**src/rtl/temp_disp_pkg.sv**
```systemverilog
// Shared types and constants for the temperature 7-segment display slice:
// conversion FSM encoding, active-low segment codes and BCD sizing.
package temp_disp_pkg;

  typedef enum logic [1:0] {
    IDLE  = 2'd0,
    SHIFT = 2'd1,
    DONE  = 2'd2
  } conv_state_t;

  localparam int BIN_W      = 20;
  localparam int BCD_DIGITS = 5;
  localparam int BCD_W      = 4 * BCD_DIGITS;

  localparam logic [BIN_W-1:0] SAT_MAX = 20'd99_999;

  localparam logic [7:0] SEG_0     = 8'hC0;
  localparam logic [7:0] SEG_1     = 8'hF9;
  localparam logic [7:0] SEG_2     = 8'hA4;
  localparam logic [7:0] SEG_3     = 8'hB0;
  localparam logic [7:0] SEG_4     = 8'h99;
  localparam logic [7:0] SEG_5     = 8'h92;
  localparam logic [7:0] SEG_6     = 8'h82;
  localparam logic [7:0] SEG_7     = 8'hF8;
  localparam logic [7:0] SEG_8     = 8'h80;
  localparam logic [7:0] SEG_9     = 8'h90;
  localparam logic [7:0] SEG_MINUS = 8'hBF;
  localparam logic [7:0] SEG_BLANK = 8'hFF;
  localparam logic [7:0] DP_MASK   = 8'h7F;

  function automatic logic [7:0] seg_code(input logic [3:0] d);
    logic [7:0] c;
    case (d)
      4'd0:    c = SEG_0;
      4'd1:    c = SEG_1;
      4'd2:    c = SEG_2;
      4'd3:    c = SEG_3;
      4'd4:    c = SEG_4;
      4'd5:    c = SEG_5;
      4'd6:    c = SEG_6;
      4'd7:    c = SEG_7;
      4'd8:    c = SEG_8;
      4'd9:    c = SEG_9;
      default: c = SEG_BLANK;
    endcase
    return c;
  endfunction

endpackage

```
**src/rtl/bin2bcd_seq.sv**
```systemverilog
// Sequential double-dabble converter: one iteration per clock, 20 binary bits
// into five BCD digits, with a start/busy/done handshake.
module bin2bcd_seq
  import temp_disp_pkg::*;
(
  input  logic             clk,
  input  logic             rst_n,
  input  logic             start,
  input  logic [BIN_W-1:0] bin_in,
  output logic             busy,
  output logic             done,
  output logic [BCD_W-1:0] bcd_out
);

  conv_state_t      state;
  logic [4:0]       iter;
  logic [BIN_W-1:0] bin_sr;
  logic [BCD_W-1:0] bcd_sr;
  logic [BCD_W-1:0] bcd_adj;

  function automatic logic [BCD_W-1:0] dabble_adjust(input logic [BCD_W-1:0] b);
    logic [BCD_W-1:0] r;
    r = b;
    for (int i = 0; i < BCD_DIGITS; i++) begin
      if (b[4*i +: 4] >= 4'd5) r[4*i +: 4] = b[4*i +: 4] + 4'd3;
    end
    return r;
  endfunction

  always_comb bcd_adj = dabble_adjust(bcd_sr);

  always_ff @(posedge clk or negedge rst_n) begin
    if (!rst_n) begin
      state <= IDLE;
      iter  <= '0;
    end else begin
      case (state)
        IDLE: begin
          iter <= '0;
          if (start) state <= SHIFT;
        end
        SHIFT: begin
          iter <= iter + 5'd1;
          if (iter == 5'd19) state <= DONE;
        end
        DONE:    state <= IDLE;
        default: state <= IDLE;
      endcase
    end
  end

  // Shift datapath: loaded on start, adjusted-then-shifted each SHIFT cycle
  always_ff @(posedge clk) begin
    if (state == IDLE && start) begin
      bin_sr <= bin_in;
      bcd_sr <= '0;
    end else if (state == SHIFT) begin
      {bcd_sr, bin_sr} <= {bcd_adj[BCD_W-2:0], bin_sr, 1'b0};
    end
  end

  assign busy    = (state != IDLE);
  assign done    = (state == DONE);
  assign bcd_out = bcd_sr;

endmodule

```
**src/rtl/temp_seg_display.sv**
```systemverilog
// Converts a signed-magnitude temperature (hundredths of a degree) to BCD and
// scans it onto a 6-digit common-anode display as [-]DDD.DD.
module temp_seg_display
  import temp_disp_pkg::*;
#(
  parameter int SCAN_CNT_MAX = 49_999
) (
  input  logic        clk,
  input  logic        rst_n,
  input  logic [19:0] temp_data,
  input  logic        sign,
  output logic [5:0]  sel,
  output logic [7:0]  seg
);

  localparam int CNT_W = (SCAN_CNT_MAX > 0) ? $clog2(SCAN_CNT_MAX + 1) : 1;
  localparam logic [CNT_W-1:0] CNT_LAST = CNT_W'(SCAN_CNT_MAX);

  function automatic logic [BIN_W-1:0] sat_value(input logic [BIN_W-1:0] v);
    return (v > SAT_MAX) ? SAT_MAX : v;
  endfunction

  logic             first_pend;
  logic             snap_sign;
  logic [BIN_W-1:0] snap_val;
  logic [BIN_W-1:0] sat_in;
  logic             start;
  logic             busy;
  logic             done;
  logic [BCD_W-1:0] bcd;

  logic [3:0]       disp_d [BCD_DIGITS];
  logic             disp_sign;
  logic             mag_nz;

  logic [CNT_W-1:0] scan_cnt;
  logic [2:0]       scan_idx;
  logic [5:0]       sel_nxt;
  logic [7:0]       seg_nxt;

  // Compare against the saturated value so an over-range input settles instead
  // of retriggering conversions forever.
  assign sat_in = sat_value(temp_data);
  assign start  = !busy && (first_pend || ({sign, sat_in} != {snap_sign, snap_val}));

  always_ff @(posedge clk or negedge rst_n) begin
    if (!rst_n) begin
      first_pend <= 1'b1;
      snap_sign  <= 1'b0;
      snap_val   <= '0;
    end else if (start) begin
      first_pend <= 1'b0;
      snap_sign  <= sign;
      snap_val   <= sat_in;
    end
  end

  bin2bcd_seq u_bin2bcd (
    .clk     (clk),
    .rst_n   (rst_n),
    .start   (start),
    .bin_in  (sat_in),
    .busy    (busy),
    .done    (done),
    .bcd_out (bcd)
  );

  always_ff @(posedge clk or negedge rst_n) begin
    if (!rst_n) begin
      for (int i = 0; i < BCD_DIGITS; i++) disp_d[i] <= '0;
      disp_sign <= 1'b0;
    end else if (done) begin
      for (int i = 0; i < BCD_DIGITS; i++) disp_d[i] <= bcd[4*i +: 4];
      disp_sign <= snap_sign;
    end
  end

  always_ff @(posedge clk or negedge rst_n) begin
    if (!rst_n) begin
      scan_cnt <= '0;
      scan_idx <= '0;
    end else if (scan_cnt == CNT_LAST) begin
      scan_cnt <= '0;
      scan_idx <= (scan_idx == 3'd5) ? 3'd0 : scan_idx + 3'd1;
    end else begin
      scan_cnt <= scan_cnt + 1'b1;
    end
  end

  assign mag_nz = (disp_d[4] != 4'd0) || (disp_d[3] != 4'd0) || (disp_d[2] != 4'd0) ||
                  (disp_d[1] != 4'd0) || (disp_d[0] != 4'd0);

  always_comb begin
    seg_nxt = SEG_BLANK;
    case (scan_idx)
      3'd5: seg_nxt = (disp_sign && mag_nz) ? SEG_MINUS : SEG_BLANK;
      3'd4: seg_nxt = (disp_d[4] == 4'd0) ? SEG_BLANK : seg_code(disp_d[4]);
      3'd3: seg_nxt = (disp_d[4] == 4'd0 && disp_d[3] == 4'd0) ? SEG_BLANK
                                                                : seg_code(disp_d[3]);
      3'd2: seg_nxt = seg_code(disp_d[2]) & DP_MASK;
      3'd1: seg_nxt = seg_code(disp_d[1]);
      3'd0: seg_nxt = seg_code(disp_d[0]);
      default: seg_nxt = SEG_BLANK;
    endcase
  end

  assign sel_nxt = ~(6'b000001 << scan_idx);

  // Output stage: sel and seg registered together so a digit never tears
  always_ff @(posedge clk or negedge rst_n) begin
    if (!rst_n) begin
      sel <= 6'b111111;
      seg <= SEG_BLANK;
    end else begin
      sel <= sel_nxt;
      seg <= seg_nxt;
    end
  end

endmodule

```
**config.mk**
```make
export PLATFORM = sky130hd
export DESIGN_NAME = temp_seg_display
export DESIGN_NICKNAME = d
export VERILOG_FILES = /design/src/rtl/temp_disp_pkg.sv /design/src/rtl/bin2bcd_seq.sv /design/src/rtl/temp_seg_display.sv
export SDC_FILE = /design/constraint.sdc
export NUM_CORES = 1
export LEC_CHECK = 0
export ABC_CLOCK_PERIOD_IN_PS = 4150
export CORE_MARGIN = 4
export CORE_UTILIZATION = 55
export DETAILED_ROUTE_END_ITERATION = 6
export MAX_ROUTING_LAYER = met4
export PLACE_DENSITY = 0.73
export SYNTH_ARGS = -nofsm -noshare
export SYNTH_HDL_FRONTEND = slang
export SYNTH_HIERARCHICAL = 1
export SYNTH_SLANG_ARGS = --single-unit
```
**constraint.sdc**
```tcl
create_clock -name clk -period 4.15 [get_ports clk]
set_input_delay 0.6225 -clock clk [delete_from_list [all_inputs] [get_ports clk]]
set_output_delay 0.6225 -clock clk [all_outputs]
set_load 0.005 [all_outputs]
```
==> metrics.cfg <==
[global_routing]
grt_busiest_layer=met2
grt_max_degree=84
grt_usage_pct=20.7
first_global_vias=4859
overflow=0
gr-usage-met3_pct=5.38
antenna_found_initial=0
grt.met2_usage_pct=30.7
grt_first_pass_wirelength_um=23400
use_met1_pct=28.0

[synthesis]
ys_seq_area_share_pct=44.4
ys_ff_latch=123
synth.top_cell.area_share_pct=24.4
synth_top_area_cell=dfrtp_1
synth_cells=692
ys_warn_count=6
yosys-top-cells-area=dfrtp_1, edfxtp_1, ha_1
avgSynthCellArea_um2=10.1
synthesis.area_mm2=0.00697
synthFlopType=dfrtp_1
synth-async-reset-ratio_pct=67.5
synth_cell_types=63
synth-edff-count=20

[floorplan]
dieHeight_um=121
coreArea_mm2=0.0122
boundaryPins=37
initial_utilization_pct=57.1
die_w_um=121
dieArea_mm2=0.0145
rows=40

[run_status]
status=finished, final reports clean

[worst_setup_path]
start_kind=input port
rrSetupSlack_ps=1040
worst-path-buf-inv=2
arrival_ps=3640
slowest_stage=or4_4
r2r_cells=8
r2r_start=snap_val[17]
crit_chain=clkdlybuf4s50_1, or4_4, a211o_1, nand2_1, nand2b_1, xnor2_1, a41oi_2, inv_1, nor2_8, mux2_2
setup.worst_path.class=in -> reg
cp_top_family=simple AND/OR/NAND/NOR gates
critPathRequiredTime_ps=4310
worstSetupEndpointType=flop
rr_endpoint=u_bin2bcd/bin_sr[10]
slowest_delay_ps=570
path_max_fanout=22

[clock_network]
clk_latency_ps=420
htreeDepth=4
clock-sinks=123
cts_root_buffer=clkbuf_16
numCtsBuffers=17
post_cts_resized=0
cts_tree=yes
cts_setup_buffers=0
path_clk_slew_ps=50
cts.path.max_buffers=2
hold_buffers=0

[cells_and_area]
area_growth_pct=15.3
finalNonFillerCells=909
stdcell_area_mm2=0.00803
antennaDiodeCount=0
multi_input_area_mm2=0.00356
drive_gt1_share_pct=15.5
fin_nets=792
regArea_mm2=0.00310
nFillCells=983

[timing]
finalClockSkew_ps=10.3
slew_headroom_pct=31.4
period_minus_slack_ps=3480
hold_viol=0
finalSetupViolations=0
maxSlewViolCount=0
fmax_mhz=287
tightest_slew_ps=1030
final.setup.tns_ps=0
rsz0062_at_grt=no
finalCritPeriodShare_pct=83.9

[flow_run]
cap_violations=0

[routing]
drc=0
routedWlPerCell_um=15.8
drt-total-wl_um=14300
first_iter_violations=351
ant_nets=0
vias=5102
drt-pass1-iter-count=5
via_per_inst=5.61

[placed_design]
port_buffers=36
dpl.cell_count=877
place_congestion=0.910
hpwlAfterDp_um=10300
dpl_cell_area_mm2=0.00745

[pwr]
leakagePower_uw=0.00344
ir_worst_vdd_mv=0.537
power_density_mw_per_mm2=696

[hold_path]
hold_class=in -> async

-- flip-flops by register name (all words and copies together), names as in the netlist --
signal / count
disp_d: 20
disp_sign: 1
first_pend: 1
scan_cnt: 16
scan_idx: 3
seg: 8
sel: 6
snap_sign: 1
snap_val: 20
u_bin2bcd/bcd_out: 20
u_bin2bcd/bin_sr: 20
u_bin2bcd/iter: 5
u_bin2bcd/state: 2
-- placed cells by master (no fill, tap or decap), drive strengths merged, types with 21 or more instances in the layout --
cell	netlist	final
nand2	72	72
dfrtp	68	68
o21ai	56	56
mux2	48	48
a21oi	46	46
ha	41	41
inv	38	39
nor2	36	36
clkdlybuf4s50	0	35
nand2b	21	21
-- where the power goes --
group / leakage [uW] / total [uW] / switching (uW) / internal (uW)
sequential: 0.00137 / 2100 / 396 / 1700
combinational: 0.00179 / 2060 / 1050 / 1010
clock: 0.000282 / 1440 / 538 / 898
-- synthesized netlist by cell type, types with 2 or more instances --
master     number
dfxtp_1        20
a2111oi_0       2
buf_2           5
clkbuf_1       18
buf_6           4
a31oi_1         3
nand2_1        72
nand4_1         3
nor2b_1        15
o211a_1         2
a21o_1          3
dfstp_2        15
a31o_2          2
buf_12          2
dfrtp_1        68
xnor2_1        16
o32ai_1         5
nor4_1          6
nor2_1         35
o221ai_1        3
o21ai_0        56
ha_1           41
o22ai_1        15
and3_1          7
nand3b_1        2
nor3_1         13
o31ai_1         2
xor2_1         18
or3_1           4
mux2_4         33
mux2_2         15
a211o_1         3
nand2b_1       21
a21oi_1        46
a32oi_1         2
a22o_1          3
nor4bb_1        2
edfxtp_1       20
inv_1          38
nand3_1        20
and2_1         10
-- how the worst max path moves through the flow --
stage / from / end / cells after the start
after floorplan: temp_data[14] / u_bin2bcd/bin_sr[0] / 9
after global placement: temp_data[14] / u_bin2bcd/bin_sr[17] / 10
after detailed placement: temp_data[14] / u_bin2bcd/bin_sr[17] / 10
after CTS: temp_data[14] / u_bin2bcd/bin_sr[17] / 10
after global routing: temp_data[14] / u_bin2bcd/bin_sr[17] / 10
final: temp_data[14] / u_bin2bcd/bin_sr[17] / 10
-- per-layer routing --
layer / part of all wire (%) / vias to the layer above / wire length, um
met5: 0 / - / 0
met4: 1.5 / 0 / 219
met3: 4.2 / 21 / 607
met2: 46 / 105 / 6580
met1: 48 / 2475 / 6920
li1: - / 2501 / -
-- final cells by class --
cell class | instances | share of cell area [%]
flip-flops and latches | 123 | 38.5
inverters | 38 | 1.78
multi-input cells | 503 | 44.3
repair buffers | 45 | 5.45
clock inverters | 14 | 1.82
well taps | 168 | 2.62
clock buffers | 18 | 5.47
-- per-stage QoR --
| step | total power (uW) | hold slack (ps) | utilization, % | worst slack (ps) |
|---|---|---|---|---|
| after global placement | 4040 | 426 | 61.0 | 317 |
| after CTS | 5620 | 435 | 65.8 | 682 |
| after global routing | 5970 | 472 | 65.8 | 495 |
| after detailed placement | 4150 | 440 | 61.0 | 276 |
| final | 5590 | 407 | 65.8 | 670 |
| after floorplan | 3640 | 327 | - | 313 |
-- cell families after synthesis --
logic type,count (synthesis),synth area share [%]
and+or+nand+nor,218,15.8
AOI/OAI and AO/OA,159,13.8
DFF,123,44.4
buffers and inverters,68,4.70
muxes,48,9.53
adders and majority gates,41,7.36
xor gates and xnor gates,34,4.27
other,1,0.0538
Note: power is estimated with default switching activity, not from simulation.
